[config.mk]
export PLATFORM = sky130hd
export DESIGN_NAME = afe_spi_driver
export DESIGN_NICKNAME = d
export VERILOG_FILES = /design/src/rtl/afe_spi_pkg.sv /design/src/rtl/afe_spi_tick.sv /design/src/rtl/afe_spi_driver.sv
export SDC_FILE = /design/constraint.sdc
export NUM_CORES = 1
export LEC_CHECK = 0
export ABC_AREA = 1
export CORE_MARGIN = 2
export CORE_UTILIZATION = 50
export DETAILED_ROUTE_END_ITERATION = 8
export PLACE_DENSITY = 0.93
export SLEW_MARGIN = 5
export SYNTH_ARGS = -nofsm -noshare
export SYNTH_HDL_FRONTEND = slang
export SYNTH_SLANG_ARGS = --single-unit
[constraint.sdc]
create_clock -name sysClk -period 2.4 [get_ports sysClk]
set_clock_uncertainty 0.2 [all_clocks]
set_input_delay 0.24 -clock sysClk [delete_from_list [all_inputs] [get_ports sysClk]]
set_output_delay 0.24 -clock sysClk [all_outputs]
set_load 0.01 [all_outputs]
[src/rtl/afe_spi_pkg.sv]
// Shared encodings for the AFE serial programming engine: FSM states, status/CSR bit
// positions and default geometry.
package afe_spi_pkg;

  typedef enum logic [2:0] {
    ST_IDLE     = 3'd0,
    ST_SHIFT_LO = 3'd1,
    ST_SHIFT_HI = 3'd2,
    ST_LE_SETUP = 3'd3,
    ST_LE_PULSE = 3'd4,
    ST_GAP      = 3'd5
  } afe_state_e;

  localparam int unsigned STAT_BUSY      = 0;
  localparam int unsigned STAT_OVERRUN   = 1;
  localparam int unsigned STAT_BADSEL    = 2;
  localparam int unsigned CSR_CLR        = 30;

  localparam int unsigned DEF_CLK_DIV    = 4;
  localparam int unsigned DEF_WORD_WIDTH = 24;

endpackage

[src/rtl/afe_spi_tick.sv]
// CLK_DIV prescaler: registered one-cycle tick on the last cycle of every FSM state,
// realigned to the state boundary by start_i.
module afe_spi_tick
  import afe_spi_pkg::*;
#(
  parameter int unsigned CLK_DIV = DEF_CLK_DIV
) (
  input  logic clk_i,
  input  logic rst_i,
  input  logic start_i,
  input  logic en_i,
  output logic tick_o
);

  localparam int unsigned CNT_W = $clog2(CLK_DIV);

  logic [CNT_W-1:0] cnt_q, cnt_d;
  logic             tick_q;

  always_comb begin
    cnt_d = '0;
    if (!start_i && en_i && (cnt_q != CNT_W'(CLK_DIV - 1))) begin
      cnt_d = cnt_q + CNT_W'(1);
    end
  end

  always_ff @(posedge clk_i or posedge rst_i) begin
    if (rst_i) begin
      cnt_q  <= '0;
      tick_q <= 1'b0;
    end else begin
      cnt_q  <= cnt_d;
      tick_q <= (cnt_d == CNT_W'(CLK_DIV - 1));
    end
  end

  assign tick_o = tick_q;

endmodule

[src/rtl/afe_spi_driver.sv]
// Serial programming engine for the AFE boards: shifts one CSR word MSB-first to one lane.
// Optional AFE_SPI_SHADOW_EN adds a per-lane copy of the last fully latched word.
module afe_spi_driver
  import afe_spi_pkg::*;
#(
  parameter int unsigned N_AFE      = 2,
  parameter int unsigned WORD_WIDTH = DEF_WORD_WIDTH,
  parameter int unsigned CLK_DIV    = DEF_CLK_DIV,
  parameter int unsigned SEL_WIDTH  = 1
) (
  input  logic                          sysClk,
  input  logic                          sysReset,
  input  logic                          csrStrobe,
  input  logic [31:0]                   csrData,
  output logic [31:0]                   status,
  output logic [N_AFE-1:0]              spiClk,
  output logic [N_AFE-1:0]              spiSdi,
  output logic [N_AFE-1:0]              spiLe
`ifdef AFE_SPI_SHADOW_EN
  ,
  output logic [N_AFE*WORD_WIDTH-1:0]   shadow
`endif
);

  localparam int unsigned BIT_W = $clog2(WORD_WIDTH);

  afe_state_e            state_q, state_d;
  logic [WORD_WIDTH-1:0] shreg_q, shreg_d;
  logic [BIT_W-1:0]      bit_q, bit_d;
  logic [SEL_WIDTH-1:0]  sel_q, sel_d, csr_sel;
  logic                  busy_q, busy_d;
  logic                  overrun_q, overrun_d;
  logic                  badsel_q, badsel_d;
  logic [N_AFE-1:0]      clk_q, clk_d, sdi_q, sdi_d, le_q, le_d, lane_c;
  logic                  tick, accept_c, last_gap_c, sel_ok_c, csr_unused_c;

  assign csr_sel      = csrData[31 -: SEL_WIDTH];
  assign sel_ok_c     = (32'(csr_sel) < N_AFE);
  assign last_gap_c   = (state_q == ST_GAP) && tick;
  assign csr_unused_c = ^csrData;

  afe_spi_tick #(.CLK_DIV(CLK_DIV)) u_tick (
    .clk_i   (sysClk),
    .rst_i   (sysReset),
    .start_i (accept_c),
    .en_i    (busy_q),
    .tick_o  (tick)
  );

  // A strobe in the final GAP cycle starts the next word back-to-back with no idle cycle.
  always_comb begin
    state_d   = state_q;
    shreg_d   = shreg_q;
    bit_d     = bit_q;
    sel_d     = sel_q;
    overrun_d = overrun_q;
    badsel_d  = badsel_q;
    accept_c  = 1'b0;
    lane_c    = '0;
    clk_d     = '0;
    sdi_d     = '0;
    le_d      = '0;
    busy_d    = 1'b0;

    case (state_q)
      ST_SHIFT_LO: if (tick) state_d = ST_SHIFT_HI;
      ST_SHIFT_HI: begin
        if (tick) begin
          if (bit_q == '0) begin
            state_d = ST_LE_SETUP;
          end else begin
            bit_d   = bit_q - BIT_W'(1);
            shreg_d = {shreg_q[WORD_WIDTH-2:0], 1'b0};
            state_d = ST_SHIFT_LO;
          end
        end
      end
      ST_LE_SETUP: if (tick) state_d = ST_LE_PULSE;
      ST_LE_PULSE: if (tick) state_d = ST_GAP;
      ST_GAP:      if (tick) state_d = ST_IDLE;
      default:     state_d = ST_IDLE;
    endcase

    if (csrStrobe) begin
      if ((state_q != ST_IDLE) && !last_gap_c) begin
        overrun_d = 1'b1;
      end else if (!sel_ok_c) begin
        badsel_d = 1'b1;
      end else begin
        accept_c = 1'b1;
        state_d  = ST_SHIFT_LO;
        shreg_d  = csrData[WORD_WIDTH-1:0];
        bit_d    = BIT_W'(WORD_WIDTH - 1);
        sel_d    = csr_sel;
        if (csrData[CSR_CLR]) begin
          overrun_d = 1'b0;
          badsel_d  = 1'b0;
        end
      end
    end

    for (int unsigned i = 0; i < N_AFE; i++) begin
      lane_c[i] = (32'(sel_d) == i);
    end

    busy_d = (state_d != ST_IDLE);
    if (state_d == ST_SHIFT_HI) clk_d = lane_c;
    if (((state_d == ST_SHIFT_LO) || (state_d == ST_SHIFT_HI)) && shreg_d[WORD_WIDTH-1]) begin
      sdi_d = lane_c;
    end
    if (state_d == ST_LE_PULSE) le_d = lane_c;
  end

  always_ff @(posedge sysClk or posedge sysReset) begin
    if (sysReset) begin
      state_q   <= ST_IDLE;
      shreg_q   <= '0;
      bit_q     <= '0;
      sel_q     <= '0;
      busy_q    <= 1'b0;
      overrun_q <= 1'b0;
      badsel_q  <= 1'b0;
      clk_q     <= '0;
      sdi_q     <= '0;
      le_q      <= '0;
    end else begin
      state_q   <= state_d;
      shreg_q   <= shreg_d;
      bit_q     <= bit_d;
      sel_q     <= sel_d;
      busy_q    <= busy_d;
      overrun_q <= overrun_d;
      badsel_q  <= badsel_d;
      clk_q     <= clk_d;
      sdi_q     <= sdi_d;
      le_q      <= le_d;
    end
  end

  assign spiClk = clk_q;
  assign spiSdi = sdi_q;
  assign spiLe  = le_q;

  always_comb begin
    status               = '0;
    status[STAT_BUSY]    = busy_q;
    status[STAT_OVERRUN] = overrun_q;
    status[STAT_BADSEL]  = badsel_q;
  end

`ifdef AFE_SPI_SHADOW_EN
  logic [WORD_WIDTH-1:0]       word_q;
  logic [N_AFE*WORD_WIDTH-1:0] shadow_q;

  // Shadow commits only once the LE pulse has completed, so aborted words never land.
  always_ff @(posedge sysClk or posedge sysReset) begin
    if (sysReset) begin
      word_q   <= '0;
      shadow_q <= '0;
    end else begin
      if (accept_c) word_q <= csrData[WORD_WIDTH-1:0];
      if ((state_q == ST_LE_PULSE) && tick) begin
        for (int unsigned i = 0; i < N_AFE; i++) begin
          if (32'(sel_q) == i) shadow_q[i*WORD_WIDTH +: WORD_WIDTH] <= word_q;
        end
      end
    end
  end

  assign shadow = shadow_q;
`endif

endmodule

Word-level counts from Yosys, hierarchy flattened --
Cells that the tools add are included.
Storage, ports and cells: register bits 44, bits of input ports 35, word-level logic and storage cells 66
Operators by class: $add $sub $neg 2, equal/unequal tests 10, muxes and demuxes 29, bitwise logic cells 1, reduce and logical (&&, ||, !) cells 13
Operators with widths (number):
- 2-to-1 mux 24 bit | 5
- 2-to-1 mux 5 bit | 5
- 2-to-1 mux 3 bit | 7
- case mux 3 bit (5 select lines) | 1
- 2-to-1 mux 2 bit | 5
- equality test 3 x 2 -> 1 bit, second input constant | 3
- equality test 3 bit, second input constant | 3
- equality test 3 x 1 -> 1 bit, second input constant | 2
- 2-to-1 mux 1 bit | 6
- nonzero test 3 bit | 2
- logical AND 1 bit | 5
- logical NOT 5 bit | 1
- subtractor 5 x 1 -> 5 bit, second input constant | 1
- adder 2 x 1 -> 2 bit, second input constant | 1
- equality test 2 bit, second input constant | 1
- logical NOT 1 bit | 2
- inequality test 2 bit, second input constant | 1
- AND reduction 2 bit | 1
- nonzero test 2 bit | 1
- logical OR 1 bit | 1
- NOT 1 bit | 1

Longest topological paths before layout --
depth after elaboration 11, mapped depth 10, mapped depth without buffers 10

Hierarchy --
A second synthesis with hierarchy kept.
Unflattened totals: cells, all modules 280, area total of the unflattened synthesis 2396.0 um2
Modules (own cells, without submodules):
- afe_spi_driver | instances 1, cells an instance 268, area an instance 2265.9 um2
- afe_spi_tick | instances 1, cells an instance 12, area an instance 130.1 um2

Worst setup path after synthesis --
OpenSTA, ideal clock, no wires.
kind register to register, start point register bit_q[0], end point register bit_q[0], setup time 0.124 ns, data arrival time 1.251 ns, required time 2.076 ns, setup slack 0.825 ns, cell stages (with the launch flop) 9, path buffers 2, cell sequence dfrtp_1 -> inv_1 -> ha_1 -> nand3_1 -> nand2_2 -> buf_6 -> buf_6 -> a21oi_1 -> o21ai_1
Between the ends: word-level cells in the longest chain between the ends 6, elaborated cells on any way between the ends 7, those cells by class 1 x add/sub; 5 x mux; 1 x reduce/logical
RTL lines:
- from (decl) | line afe_spi_driver.sv:29 | logic [BIT_W-1:0] bit_q, bit_d;
- from (signal assigned) | line afe_spi_driver.sv:129 | bit_q <= bit_d;
- subtractor 5 x 1 -> 5 bit / logical NOT 5 bit (equally long branches) | line afe_spi_driver.sv:72, afe_spi_driver.sv:69
- 2-to-1 mux 5 bit | line afe_spi_driver.sv:69 | if (bit_q == '0) begin
- 2-to-1 mux 5 bit | line afe_spi_driver.sv:68 | if (tick) begin
- 2-to-1 mux 5 bit (*) | line afe_spi_driver.sv:65 | case (state_q)
- 2-to-1 mux 5 bit | line afe_spi_driver.sv:85 | if ((state_q != ST_IDLE) && !last_gap_c) begin
- 2-to-1 mux 5 bit (*) | line afe_spi_driver.sv:84 | if (csrStrobe) begin
- net bit_d[0] | line afe_spi_driver.sv:29
The timed path passes the listed nets; every way through them passes the cells marked *. A chain may end at the register's enable or synchronous reset.

Final worst setup path --
start point register bit_q[0], end point register shreg_q[22]
Between the ends: word-level cells in the longest chain between the ends 6
RTL lines:
- logical NOT 5 bit (*) | line afe_spi_driver.sv:69
- 2-to-1 mux 24 bit (*) | line afe_spi_driver.sv:69
- 2-to-1 mux 24 bit (*) | line afe_spi_driver.sv:68
- 2-to-1 mux 24 bit (*) | line afe_spi_driver.sv:65
- 2-to-1 mux 24 bit | line afe_spi_driver.sv:85
- 2-to-1 mux 24 bit (*) | line afe_spi_driver.sv:84
- net shreg_d[22] | line afe_spi_driver.sv:28 | logic [WORD_WIDTH-1:0] shreg_q, shreg_d;
- to (signal assigned) | line afe_spi_driver.sv:128 | shreg_q <= shreg_d;
- to (decl) | line afe_spi_driver.sv:28
Marks and branches as above.

==> results_dict.tcl <==
set metrics [dict create \
    run_status "completed" \
    setup.worst_path.class "flip-flop to flip-flop" \
    area_growth_syn_to_layout_pct 14.9 \
    final_common_cell "sky130_fd_sc_hd__dfrtp_1" \
    timing.critical_path.from_type "flip-flop" \
    finalCritPeriodShare 0.831 \
    chipWidth_um 72.6 \
    dieHeight_um 72.6 \
    htree_num_levels 2 \
    grt_pass1_wl_mm 7.70 \
    worstSkewPairLatency_ns 0.29 \
    final-instance-count-excl-fill 365 \
    floorplan_row_count 24 \
    grt_start_max_net_pins 29 \
    fin_max_slew_vios 0 \
    path_depth 8 \
    antenna_violating_nets_post_route 0 \
    io_pins 73 \
    clk_path_buf_depth 2 \
    drt_first_iter_violations 118 \
    cts_resized 0 \
    postCtsHoldBufs 0 \
    clockRootBuffer "sky130_fd_sc_hd__clkbuf_8" \
    place_hpwl_mm 3.32 \
    cts_inserted_buffers 5 \
    dieArea_um2 5260 \
    nFillCells 384 \
    cts_tree "yes" \
    grt_setup_unrepaired "false" \
    grt_util_all_layers 0.184 \
    route.detailed.drc 0 \
    fmax_mhz 501 \
    worst_path_largest_cell_delay_ns 0.40 \
    nNetsFinal 350 \
    power_per_cell_area_nw_per_um2 482 \
    min_period_ns 2.00 \
    worstHoldPathType "input pin to asynchronous set/reset pin" \
    crit_path_top_delay_cell "sky130_fd_sc_hd__dfrtp_1" \
    clk_transition_reported_paths_ns 0.08 \
    cp.required_ns 2.37 \
    hold_viol 0 \
    netlist_instances 277 \
    timing.critical_path.from "bit_q[0]" \
    drv.max_cap_violation_count 0 \
    rr_endpoint "shreg_q[22]" \
    totalWireLength_mm 4.50 \
    design.core.area_um2 4440 \
    start_util 0.529 \
    grt_pass1_vias 1733 \
    setup_tns_ns 0 \
    syn_area_um2 2350 \
    io_buffer_count 36 \
    async_flop_share 1.00 \
    critical_path.endpoint_type "flip-flop" \
    synth_seq_cells 44 \
    timing.reg2reg.worst_path_depth 8 \
    critical_path.top_delay_family "simple AND/OR/NAND/NOR gates" \
    syn_avg_cell_area_um2 8.48 \
    worst_ir_drop_vdd_uv 434 \
    place.detailed.instances 357 \
    cts.repair_timing.setup_buffer_count 0 \
    final_cell_mix "sky130_fd_sc_hd__dfrtp_1, sky130_fd_sc_hd__nand2_1, sky130_fd_sc_hd__clkdlybuf4s50_1" \
    dominantRegCellSynth "sky130_fd_sc_hd__dfrtp_1" \
    leakagePower_uw 0.00135 \
    reg2reg_slack_ns 0.40 \
    worst-endpoint-arrival_ns 1.97 \
    drt-wirelength-per-cell_um 12.3 \
    timing.critical_path.cells "inv_1 > ha_1 > nand3_1 > nand2_2 > buf_4 > a21oi_1 > o21ai_1 > nand2_1" \
    insertedDiodeCount 0 \
    worst_slew_margin_rel 0.340 \
    slew_at_the_pin_closest_to_its_max_slew_limit_ns 0.984 \
    critical_path.endpoint "shreg_q[22]" \
    vias 1816 \
    drive_gt1_frac 0.105 \
    routed_via_density 4.98 \
    ys.warnings.count 0 \
    clkSinkCount 44 \
    worstReg2RegStart "bit_q[0]" \
    final_weighted_congestion_in_routability_driven_placement 0.822 \
    synth_edf_count 0 \
    drt_pre_antenna_iters 4 \
    path_max_fanout 16 \
    critical_path_buf_inv_count 2 \
    grt-ovfl-total 0 \
    initial_antenna_violation_count 0 \
    yosysSeqAreaShare 0.469 \
    setup_viol_count_final 0 \
    post_synth_num_cell_types 26 \
]
==> cell usage after synthesis, types with 2 or more instances <==
| master | n | area, um^2 |
|---|---|---|
| sky130_fd_sc_hd__dfrtp_1 | 44 | 1100 |
| sky130_fd_sc_hd__nand2_1 | 42 | 158 |
| sky130_fd_sc_hd__buf_4 | 37 | 278 |
| sky130_fd_sc_hd__nor2_1 | 30 | 113 |
| sky130_fd_sc_hd__o21ai_0 | 30 | 150 |
| sky130_fd_sc_hd__inv_1 | 20 | 75.1 |
| sky130_fd_sc_hd__o21ai_1 | 20 | 100 |
| sky130_fd_sc_hd__nand3_1 | 11 | 55.1 |
| sky130_fd_sc_hd__a21oi_1 | 6 | 30.0 |
| sky130_fd_sc_hd__nand2_2 | 6 | 37.5 |
| sky130_fd_sc_hd__inv_2 | 4 | 15.0 |
| sky130_fd_sc_hd__buf_2 | 3 | 15.0 |
| sky130_fd_sc_hd__ha_1 | 3 | 37.5 |
| sky130_fd_sc_hd__nand4_1 | 3 | 18.8 |
| sky130_fd_sc_hd__nor2_2 | 3 | 18.8 |
| sky130_fd_sc_hd__o211ai_1 | 3 | 22.5 |
| sky130_fd_sc_hd__buf_6 | 2 | 22.5 |
| sky130_fd_sc_hd__nand3_2 | 2 | 20.0 |
==> worst register-to-register path: stages (launching register included) <==
cell,delay [ns]
sky130_fd_sc_hd__dfrtp_1,0.40
sky130_fd_sc_hd__inv_1,0.11
sky130_fd_sc_hd__ha_1,0.16
sky130_fd_sc_hd__nand3_1,0.16
sky130_fd_sc_hd__nand2_2,0.30
sky130_fd_sc_hd__buf_4,0.28
sky130_fd_sc_hd__a21oi_1,0.09
sky130_fd_sc_hd__o21ai_1,0.09
sky130_fd_sc_hd__nand2_1,0.08
==> flip-flops by register name (all words and copies together) (netlist names) <==
register / cells
spiLe: 2
spiSdi: 2
u_tick.cnt_q: 2
spiClk: 2
sel_q: 1
bit_q: 5
overrun_q: 1
shreg_q: 24
busy_q: 1
u_tick.tick_o: 1
state_q: 3
==> power by group <==
part	internal, uW	switching, uW
registers	742	0.566
clock network	234	236
logic	44.4	44.0
==> routing by layer <==
layer,vias up,wire (um),GRT usage
met3,6,170,0.0250
met4,0,48,0.0638
met2,57,2440,0.324
met5,-,0,0
li1,898,-,-
met1,855,1840,0.233
==> cells by family after synthesis <==
kind of cell	share of synthesized area
fa+ha+maj	0.0160
buf+inv	0.175
compound gates	0.140
other cells	0.00160
simple gates	0.199
flops	0.469
==> through the flow <==
step	hold slack, ns	setup WS [ns]	power [uW]	cell area, um^2	util
final	0.158	0.405	1300	2700	0.608
after global routing	0.218	0.247	1350	2700	0.608
after CTS	0.185	0.409	1310	2700	0.608
after detailed placement	0.275	0.392	846	2610	0.586
after global placement	0.249	0.465	845	2610	0.586
after floorplan	0.157	0.825	828	2460	-
==> layout make-up <==
cell class | count | area (um^2) | area share
Clock inverter | 1 | 7.51 | 0.00278
Tap cell | 52 | 65.1 | 0.0241
Inverter | 25 | 96.3 | 0.0357
Sequential cell | 44 | 1100 | 0.408
Multi-Input combinational cell | 195 | 946 | 0.350
Clock buffer | 7 | 86.3 | 0.0320
Timing Repair Buffer | 41 | 398 | 0.147
==> worst min-delay path by stage <==
stage	to	slack, ns	cells past startpoint
2_1_floorplan	shreg_q[22]	0.16	2
3_3_place_gp	u_tick.cnt_q[0]	0.25	1
3_5_place_dp	u_tick.tick_o	0.27	1
4_1_cts	bit_q[0]	0.19	2
5_1_grt	bit_q[0]	0.22	2
6_report	spiSdi[1]	0.16	2
Power figures use the tool's default switching activity.
